===== src/rtl/spike_renderer.sv =====
// Spike obstacle layer renderer: per-pixel priority hit test on frame-latched object
// tables, sprite ROM fetch with flips, 4-bpp palette lookup, fixed-latency RGB444 output.
module spike_renderer #(
  parameter int unsigned NUM_SPIKES  = 24,
  parameter int unsigned SPRITE_W    = 20,
  parameter int unsigned SPRITE_H    = 20,
  parameter int unsigned ROM_LATENCY = 2,
  parameter int unsigned ADDR_W      = 6
) (
  input  logic              clk_125MHz,
  input  logic              reset_n,
  input  logic [9:0]        DrawX,
  input  logic [9:0]        DrawY,
  input  logic              frame_start,
  input  logic [9:0]        SpikeX         [NUM_SPIKES],
  input  logic [9:0]        SpikeY         [NUM_SPIKES],
  input  logic              Spike_Enable   [NUM_SPIKES],
  input  logic              Draw_direction [NUM_SPIKES],
  input  logic              Spike_Mirror   [NUM_SPIKES],
  input  logic              pal_we,
  input  logic [3:0]        pal_addr,
  input  logic [11:0]       pal_data,
  output logic [ADDR_W-1:0] rom_addr,
  input  logic [31:0]       rom_data,
  output logic [3:0]        Spike_Red,
  output logic [3:0]        Spike_Green,
  output logic [3:0]        Spike_Blue,
  output logic              Spike_Hit
);

  localparam int unsigned PW = ADDR_W + 3;
  localparam int unsigned DL = ROM_LATENCY + 1;

  logic [9:0]            sx_q [NUM_SPIKES];
  logic [9:0]            sy_q [NUM_SPIKES];
  logic [NUM_SPIKES-1:0] en_q, vf_q, mi_q;

  // Shadow object tables, refreshed only at frame start to avoid tearing.
  always_ff @(posedge clk_125MHz or negedge reset_n) begin
    if (!reset_n) begin
      for (int i = 0; i < NUM_SPIKES; i++) begin
        sx_q[i] <= '0;
        sy_q[i] <= '0;
      end
      en_q <= '0;
      vf_q <= '0;
      mi_q <= '0;
    end else if (frame_start) begin
      for (int i = 0; i < NUM_SPIKES; i++) begin
        sx_q[i] <= SpikeX[i];
        sy_q[i] <= SpikeY[i];
        en_q[i] <= Spike_Enable[i];
        vf_q[i] <= Draw_direction[i];
        mi_q[i] <= Spike_Mirror[i];
      end
    end
  end

  logic          hit_c, vf_c, mi_c;
  logic [9:0]    dx_c, dy_c, col_c, row_c;
  logic [PW-1:0] p_c;
  logic [ADDR_W-1:0] rom_addr_d;

  // Scan downwards so the lowest-index covering object is the one left selected.
  always_comb begin
    hit_c = 1'b0;
    vf_c  = 1'b0;
    mi_c  = 1'b0;
    dx_c  = '0;
    dy_c  = '0;
    for (int i = NUM_SPIKES - 1; i >= 0; i--) begin
      if (en_q[i] &&
          ({1'b0, DrawX} >= {1'b0, sx_q[i]}) &&
          ({1'b0, DrawX} <  {1'b0, sx_q[i]} + 11'(SPRITE_W)) &&
          ({1'b0, DrawY} >= {1'b0, sy_q[i]}) &&
          ({1'b0, DrawY} <  {1'b0, sy_q[i]} + 11'(SPRITE_H))) begin
        hit_c = 1'b1;
        vf_c  = vf_q[i];
        mi_c  = mi_q[i];
        dx_c  = DrawX - sx_q[i];
        dy_c  = DrawY - sy_q[i];
      end
    end
    col_c      = mi_c ? 10'(SPRITE_W - 1) - dx_c : dx_c;
    row_c      = vf_c ? 10'(SPRITE_H - 1) - dy_c : dy_c;
    p_c        = PW'(row_c) * PW'(SPRITE_W) + PW'(col_c);
    rom_addr_d = hit_c ? p_c[PW-1:3] : '0;
  end

  logic [ADDR_W-1:0] rom_addr_q;
  logic [DL-1:0]     dhit_q;
  logic [2:0]        dnib_q [DL];

  // ROM address register plus hit/nibble delay matched to the ROM read latency.
  always_ff @(posedge clk_125MHz or negedge reset_n) begin
    if (!reset_n) begin
      rom_addr_q <= '0;
      dhit_q     <= '0;
      for (int i = 0; i < DL; i++) dnib_q[i] <= '0;
    end else begin
      rom_addr_q <= rom_addr_d;
      dhit_q     <= {dhit_q[DL-2:0], hit_c};
      dnib_q[0]  <= hit_c ? p_c[2:0] : 3'd0;
      for (int i = 1; i < DL; i++) dnib_q[i] <= dnib_q[i-1];
    end
  end

  logic [11:0] pal_q [16];

  always_ff @(posedge clk_125MHz or negedge reset_n) begin
    if (!reset_n) begin
      for (int i = 0; i < 16; i++) pal_q[i] <= '0;
    end else if (pal_we) begin
      pal_q[pal_addr] <= pal_data;
    end
  end

  logic [3:0]  idx_c;
  logic [11:0] colour_c;
  logic        opaque_c;
  logic [11:0] rgb_d, rgb_q;
  logic        hit_d, hit_q;

  // Same-cycle palette write is forwarded so the output sees the new entry.
  always_comb begin
    idx_c    = rom_data[{dnib_q[DL-1], 2'b00} +: 4];
    colour_c = (pal_we && (pal_addr == idx_c)) ? pal_data : pal_q[idx_c];
    opaque_c = dhit_q[DL-1] && (idx_c != 4'd0);
    rgb_d    = opaque_c ? colour_c : 12'd0;
    hit_d    = opaque_c;
  end

  always_ff @(posedge clk_125MHz or negedge reset_n) begin
    if (!reset_n) begin
      rgb_q <= '0;
      hit_q <= 1'b0;
    end else begin
      rgb_q <= rgb_d;
      hit_q <= hit_d;
    end
  end

  assign rom_addr    = rom_addr_q;
  assign Spike_Red   = rgb_q[11:8];
  assign Spike_Green = rgb_q[7:4];
  assign Spike_Blue  = rgb_q[3:0];
  assign Spike_Hit   = hit_q;

endmodule


===== config.mk =====
export PLATFORM = sky130hd
export DESIGN_NAME = spike_renderer
export DESIGN_NICKNAME = d
export VERILOG_FILES = /design/src/rtl/spike_renderer.sv
export SDC_FILE = /design/constraint.sdc
export NUM_CORES = 2
export LEC_CHECK = 0
export BUFFER_PORTS_ARGS = -buffer_cell sky130_fd_sc_hd__buf_2
export CORE_ASPECT_RATIO = 1.2
export CORE_UTILIZATION = 30
export DETAILED_ROUTE_END_ITERATION = 16
export GPL_TIMING_DRIVEN = 0
export SETUP_SLACK_MARGIN = 0.02
export SLEW_MARGIN = 10
export SYNTH_ARGS = -nofsm -noshare
export SYNTH_HDL_FRONTEND = slang
export SYNTH_SLANG_ARGS = --single-unit
export TNS_END_PERCENT = 100

===== constraint.sdc =====
create_clock -name clk_125MHz -period 7 [get_ports clk_125MHz]
set_clock_uncertainty 0.15 [all_clocks]
set_input_delay 1.05 -clock clk_125MHz [delete_from_list [all_inputs] [get_ports clk_125MHz]]
set_output_delay 1.05 -clock clk_125MHz [all_outputs]
set_load 0.05 [all_outputs]

# --- Yosys cells after proc, flatten, opt, wreduce, memory -nomap -nowiden ---
# Cells that the tools add are included.
classes:
  addsub: 99
  mul: 1
  magnitude_cmp: 99
  eq_ne: 1
  n_shift: 1
  muxes: 132
  n_bitwise: 2
  reduce_logical: 100
op_table:
  columns: ["operator", "count"]
  rows:
  - ["adder 10 x 5 -> 11 bit, second input constant", 48]
  - ["< comparator 10 x 11 -> 1 bit", 48]
  - ["greater-or-equal comparator 10 bit", 48]
  - ["two-way mux 9 bit", 50]
  - ["subtractor 9 bit", 48]
  - ["bitwise mux 192 bit", 1]
  - ["logical AND 1 bit", 99]
  - ["two-way mux 1 bit", 72]
  - ["two-way mux 12 bit", 5]
  - ["binary-select mux 12 bit (select 4 bit)", 1]
  - ["demux 12 bit (select 4 bit)", 1]
  - ["variable part select 32 x 6 -> 4 bit", 1]
  - ["subtractor 5 x 9 -> 9 bit, first input constant", 2]
  - ["greater-or-equal comparator 5 bit, second input constant", 2]
  - ["NOT 4 -> 5 bit", 2]
  - ["adder 9 bit", 1]
  - ["multiplier 9 x 3 -> 7 bit, second input constant", 1]
  - ["two-way mux 6 bit", 1]
  - ["< comparator 5 x 1 -> 1 bit, second input constant", 1]
  - ["equality test 4 bit", 1]
  - ["nonzero test 4 bit", 1]
  - ["two-way mux 3 bit", 1]
word_totals:
  register_bits: 775
  out_inout_bits: 19
  wordCells: 509

# --- Longest topological paths before layout ---
logic_depth:
  word_depth: 34
  ltp_mapped: 33
  mapped_depth_nobuf: 32

# --- Worst setup path before layout ---
# OpenSTA, ideal clock, no wires.
synth_timing:
  path_type: "input port to flip-flop"
  from: "in DrawY[0]"
  to: "reg rom_addr_q[5], in the netlist rom_addr[5]"
  arrival_ps: 7506
  path_slack_ps: -736
  path_stages: 32
  path_buffers: 1
  cell_sequence: "inv_1 -> ha_1 -> inv_1 -> fa_1 -> a21oi_1 -> o21ai_0 -> o31a_2 -> o22a_1 -> and3_1 -> buf_6 -> nor4b_4 -> o221ai_1 -> a221o_1 -> a211oi_2 -> nor3_1 -> o41ai_1 -> a31oi_1 -> ha_1 -> nor2_1 -> a21oi_1 -> ha_1 -> ha_1 -> fa_1 -> ha_1 -> inv_1 -> o21bai_1 -> a21oi_1 -> xnor2_1 -> xnor2_1 -> xnor2_1 -> xnor2_1 -> mux2i_1"
synth_between:
  elab_chain_len: 32
synth_lines:
  columns: ["item", "line", "text"]
  rows:
  - ["start: declaration", "13", "input logic [9:0] DrawY,"]
  - ["greater-or-equal comparator 10 bit", "75", "({1'b0, DrawY} >= {1'b0, sy_q[i]}) &&"]
  - ["logical AND 1 bit", "74", "({1'b0, DrawX} < {1'b0, sx_q[i]} + 11'(SPRITE_W)) &&"]
  - ["logical AND 1 bit", "75", null]
  - ["two-way mux 9 bit (24 in a row)", "72", "if (en_q[i] &&"]
  - ["subtractor 5 x 9 -> 9 bit", "85", "row_c = vf_c ? 10'(SPRITE_H - 1) - dy_c : dy_c;"]
  - ["two-way mux 9 bit", "85", null]
  - ["multiplier 9 x 3 -> 7 bit", "86", "p_c = PW'(row_c) * PW'(SPRITE_W) + PW'(col_c);"]
  - ["adder 9 bit", "86", null]
  - ["two-way mux 6 bit (*)", "87", "rom_addr_d = hit_c ? p_c[PW-1:3] : '0;"]
  - ["net rom_addr_d[5]", "62", "logic [ADDR_W-1:0] rom_addr_d;"]
  - ["end signal: assignment", "101", "rom_addr_q <= rom_addr_d;"]
  - ["end: declaration", "90", "logic [ADDR_W-1:0] rom_addr_q;"]
# The timed path passes the listed nets; every way through them passes the cells marked *.
# A chain may end at the register's enable or synchronous reset.

# --- Final worst setup path ---
# Ends and elaborated chain as after synthesis.

==> impl_metrics.json <==
{
  "status": "finished, violations left",
  "violations": "negative setup slack",
  "dp_hpwl_mm": 240,
  "grt_first_pass_wirelength_mm": 428,
  "syn_to_final_growth_pct": 20.5,
  "cp.required_ns": 7.46,
  "ys_types": 114,
  "die_area_um2": 223000,
  "fin_crit_sh_pct": 113,
  "peakVddDrop_mv": 0.392,
  "vias": 62300,
  "hp-class": "input port to async pin",
  "wl_mm": 302,
  "ios": 643,
  "cts_buffer_depth": 3,
  "grt_max_degree": 104,
  "path_max_fanout": 10,
  "grt_overflow": 0,
  "clock_latency_ns": 0.77,
  "nets": 9829,
  "rows": 188,
  "syn_nets": 8968,
  "pre_cts_ws_ns": -5.84,
  "rsz0062_at_grt": "true",
  "hold_violations": 0,
  "crit_arrival_ns": 8.39,
  "setup_tns_ns": -1.26,
  "gp_congestion": 1.00,
  "critPathSlowestCell": "a2111oi_4",
  "cts.sinks": 775,
  "worst_slew_pin_slew_ns": 1.39,
  "endpoint_kind": "flop",
  "period_needed_ns": 7.93,
  "drc": 0,
  "dr.pass1.iters": 6,
  "wire_per_inst_um": 26.8,
  "final_area_um2": 79900,
  "vias_per_cell": 5.53,
  "ys_warn_count": 0,
  "drtIter0Drc": 4648,
  "final_antenna_net_count": 0,
  "grt_util_all_layers_pct": 26.3,
  "ys_seq_elements": 775,
  "leakagePower_nw": 36.3,
  "ys_async_sr_fraction_pct": 100,
  "cts-root-buf": "clkbuf_16",
  "timing_worst_setup_path_type": "input port to flop",
  "hold_buffers": 0,
  "yosysSeqAreaShare_pct": 29.2,
  "numCtsBuffers": 95,
  "dpl_cell_area_um2": 74300,
  "finalMaxSlewViolations": 0,
  "fp.dieW_um": 431,
  "r2r_cells": 30,
  "setup_ws_ns": -0.929,
  "synth_area_per_cell_um2": 9.00,
  "synthesis.area_um2": 66300,
  "synth_edf_count": 0,
  "core_area_um2": 219000,
  "synthCells": 7367,
  "p_per_area_nw_per_um2": 267,
  "antenna_found_initial": 89,
  "start_util_pct": 30.3,
  "setup_viol": 3,
  "startpoint_type": "input port",
  "die_y_um": 517,
  "grt_pass1_vias": 63000,
  "port_buffers": 641,
  "drv_cap": 0,
  "slew_headroom_pct": 7.11,
  "cts_tree": "yes",
  "critPathMaxStageDelay_ns": 0.54,
  "fillerInstances": 22600,
  "synth_ff_type": "dfrtp_1",
  "max_freq_mhz": 126,
  "clkSlewWorstSetupHoldPaths_ns": 0.06,
  "layout-drive-gt1-share_pct": 18.9,
  "h-tree-depth": 3,
  "finalPower_mw": 21.3
}
-- metrics by stage --
step / util, % / std cells / hold WS, ns
floorplan: - / 7367 / 0.181
global placement: 33.5 / 11000 / 0.184
CTS: 36.3 / 11200 / 0.104
global route: 36.4 / 11300 / 0.161
detailed placement: 33.9 / 11000 / 0.186
finish: 36.4 / 11300 / 0.144
-- state kept, by name, indices dropped and copies added, names as in the netlist --
signal / cells
Spike_Hit: 1
dhit_q: 3
dnib_q: 9
rgb_q: 12
vf_q: 24
sx_q: 240
mi_q: 24
sy_q: 240
pal_q: 192
rom_addr: 6
en_q: 24
-- layout by cell type (no fill, tap or decap), drive strengths merged, types with 26 or more instances in the layout --
master and count:
ha 927, buf 804, o21ai 782, dfrtp 775, nand2 693, inv 602
a21oi 403, xnor2 396, clkbuf 321, nor2 314, mux2 309, nor3 161
a21o 145, xor2 144, o21a 133, nand3 120, a211oi 97, nor2b 89
mux2i 82, nand4 77, o2111ai 76, nand2b 64, a31oi 52, fa 50
o211ai 49, nor4 41, a2111oi 36, and2 34, o221ai 32, and4 30
o21bai 26
-- Yosys cell counts (all sizes together), types with 36 or more instances --
cell | count | share of area (%)
a2111oi | 36 | 0.51
a211oi | 97 | 1.1
a21o | 145 | 1.6
a21oi | 403 | 3.0
a31oi | 52 | 0.49
buf | 46 | 0.35
clkbuf | 196 | 1.3
dfrtp | 775 | 29
fa | 50 | 1.5
ha | 927 | 17
inv | 598 | 3.4
mux2 | 309 | 5.2
mux2i | 82 | 1.2
nand2 | 693 | 3.9
nand2b | 64 | 0.60
nand3 | 120 | 0.91
nand4 | 77 | 0.73
nor2 | 314 | 1.8
nor2b | 89 | 0.84
nor3 | 161 | 1.3
nor4 | 41 | 0.42
o2111ai | 76 | 1.0
o211ai | 49 | 0.55
o21a | 133 | 1.5
o21ai | 782 | 5.9
xnor2 | 396 | 5.2
xor2 | 144 | 1.9
-- layer usage --
metal,GRT usage [%],vias up,wire [um]
met5,0,-,99
met2,42.5,2611,136000
met3,4.36,790,19600
li1,-,28400,-
met4,20.2,16,26900
met1,31.3,30500,119000
-- final timing paths --
kind,end,slack (ns),from
min reg2reg,dhit_q[1],0.19,dhit_q[0]
min in group clk_125MHz,dhit_q[1],0.19,dhit_q[0]
max in group asynchronous,sx_q[109],4.32,reset_n
max reg2reg,rom_addr[5],-0.90,sy_q[22]
min,pal_q[51],0.14,reset_n
max,rom_addr[5],-0.93,DrawY[0]
-- kinds of logic after synthesis --
logic type | after synthesis | synth area share, %
flops | 775 | 29.2
compound gates | 2103 | 20.1
fa+ha+maj | 977 | 19.0
xor+xnor | 540 | 7.13
buf+inv | 842 | 5.05
simple gates | 1719 | 12.3
mux | 411 | 7.16
-- timing repair --
item	4_1_cts	5_1_grt
pin swaps	96	17
cloned	5	1
setup buffers	77	6
resized for setup	300	37
endpoints found under the setup margin	10	3
-- power by group --
part	leakage [nW]	switching, mW	internal [mW]
Sequential	9.40	0.419	5.12
Combinational	25.3	6.23	4.05
Clock	1.63	2.29	3.23
-- layout make-up --
type | count | area (um^2) | area share (%)
multi-input cells | 5750 | 44700 | 56.0
flip-flops and latches | 775 | 19400 | 24.3
repair buffers | 765 | 5080 | 6.36
well taps | 2945 | 3680 | 4.61
clock buffers | 124 | 2690 | 3.36
inverters | 599 | 2270 | 2.84
plain buffers | 242 | 1310 | 1.63
clock inverters | 49 | 702 | 0.878
diodes | 16 | 40.0 | 0.0501
-- worst max-delay path: cells and delay by family --
family | cells | cell delay [ns]
xor+xnor | 5 | 0.92
mux | 1 | 0.45
fa+ha+maj | 6 | 1.85
compound gates | 11 | 2.83
simple gates | 3 | 0.28
buf+inv | 8 | 0.95
Power figures use the tool's default switching activity.
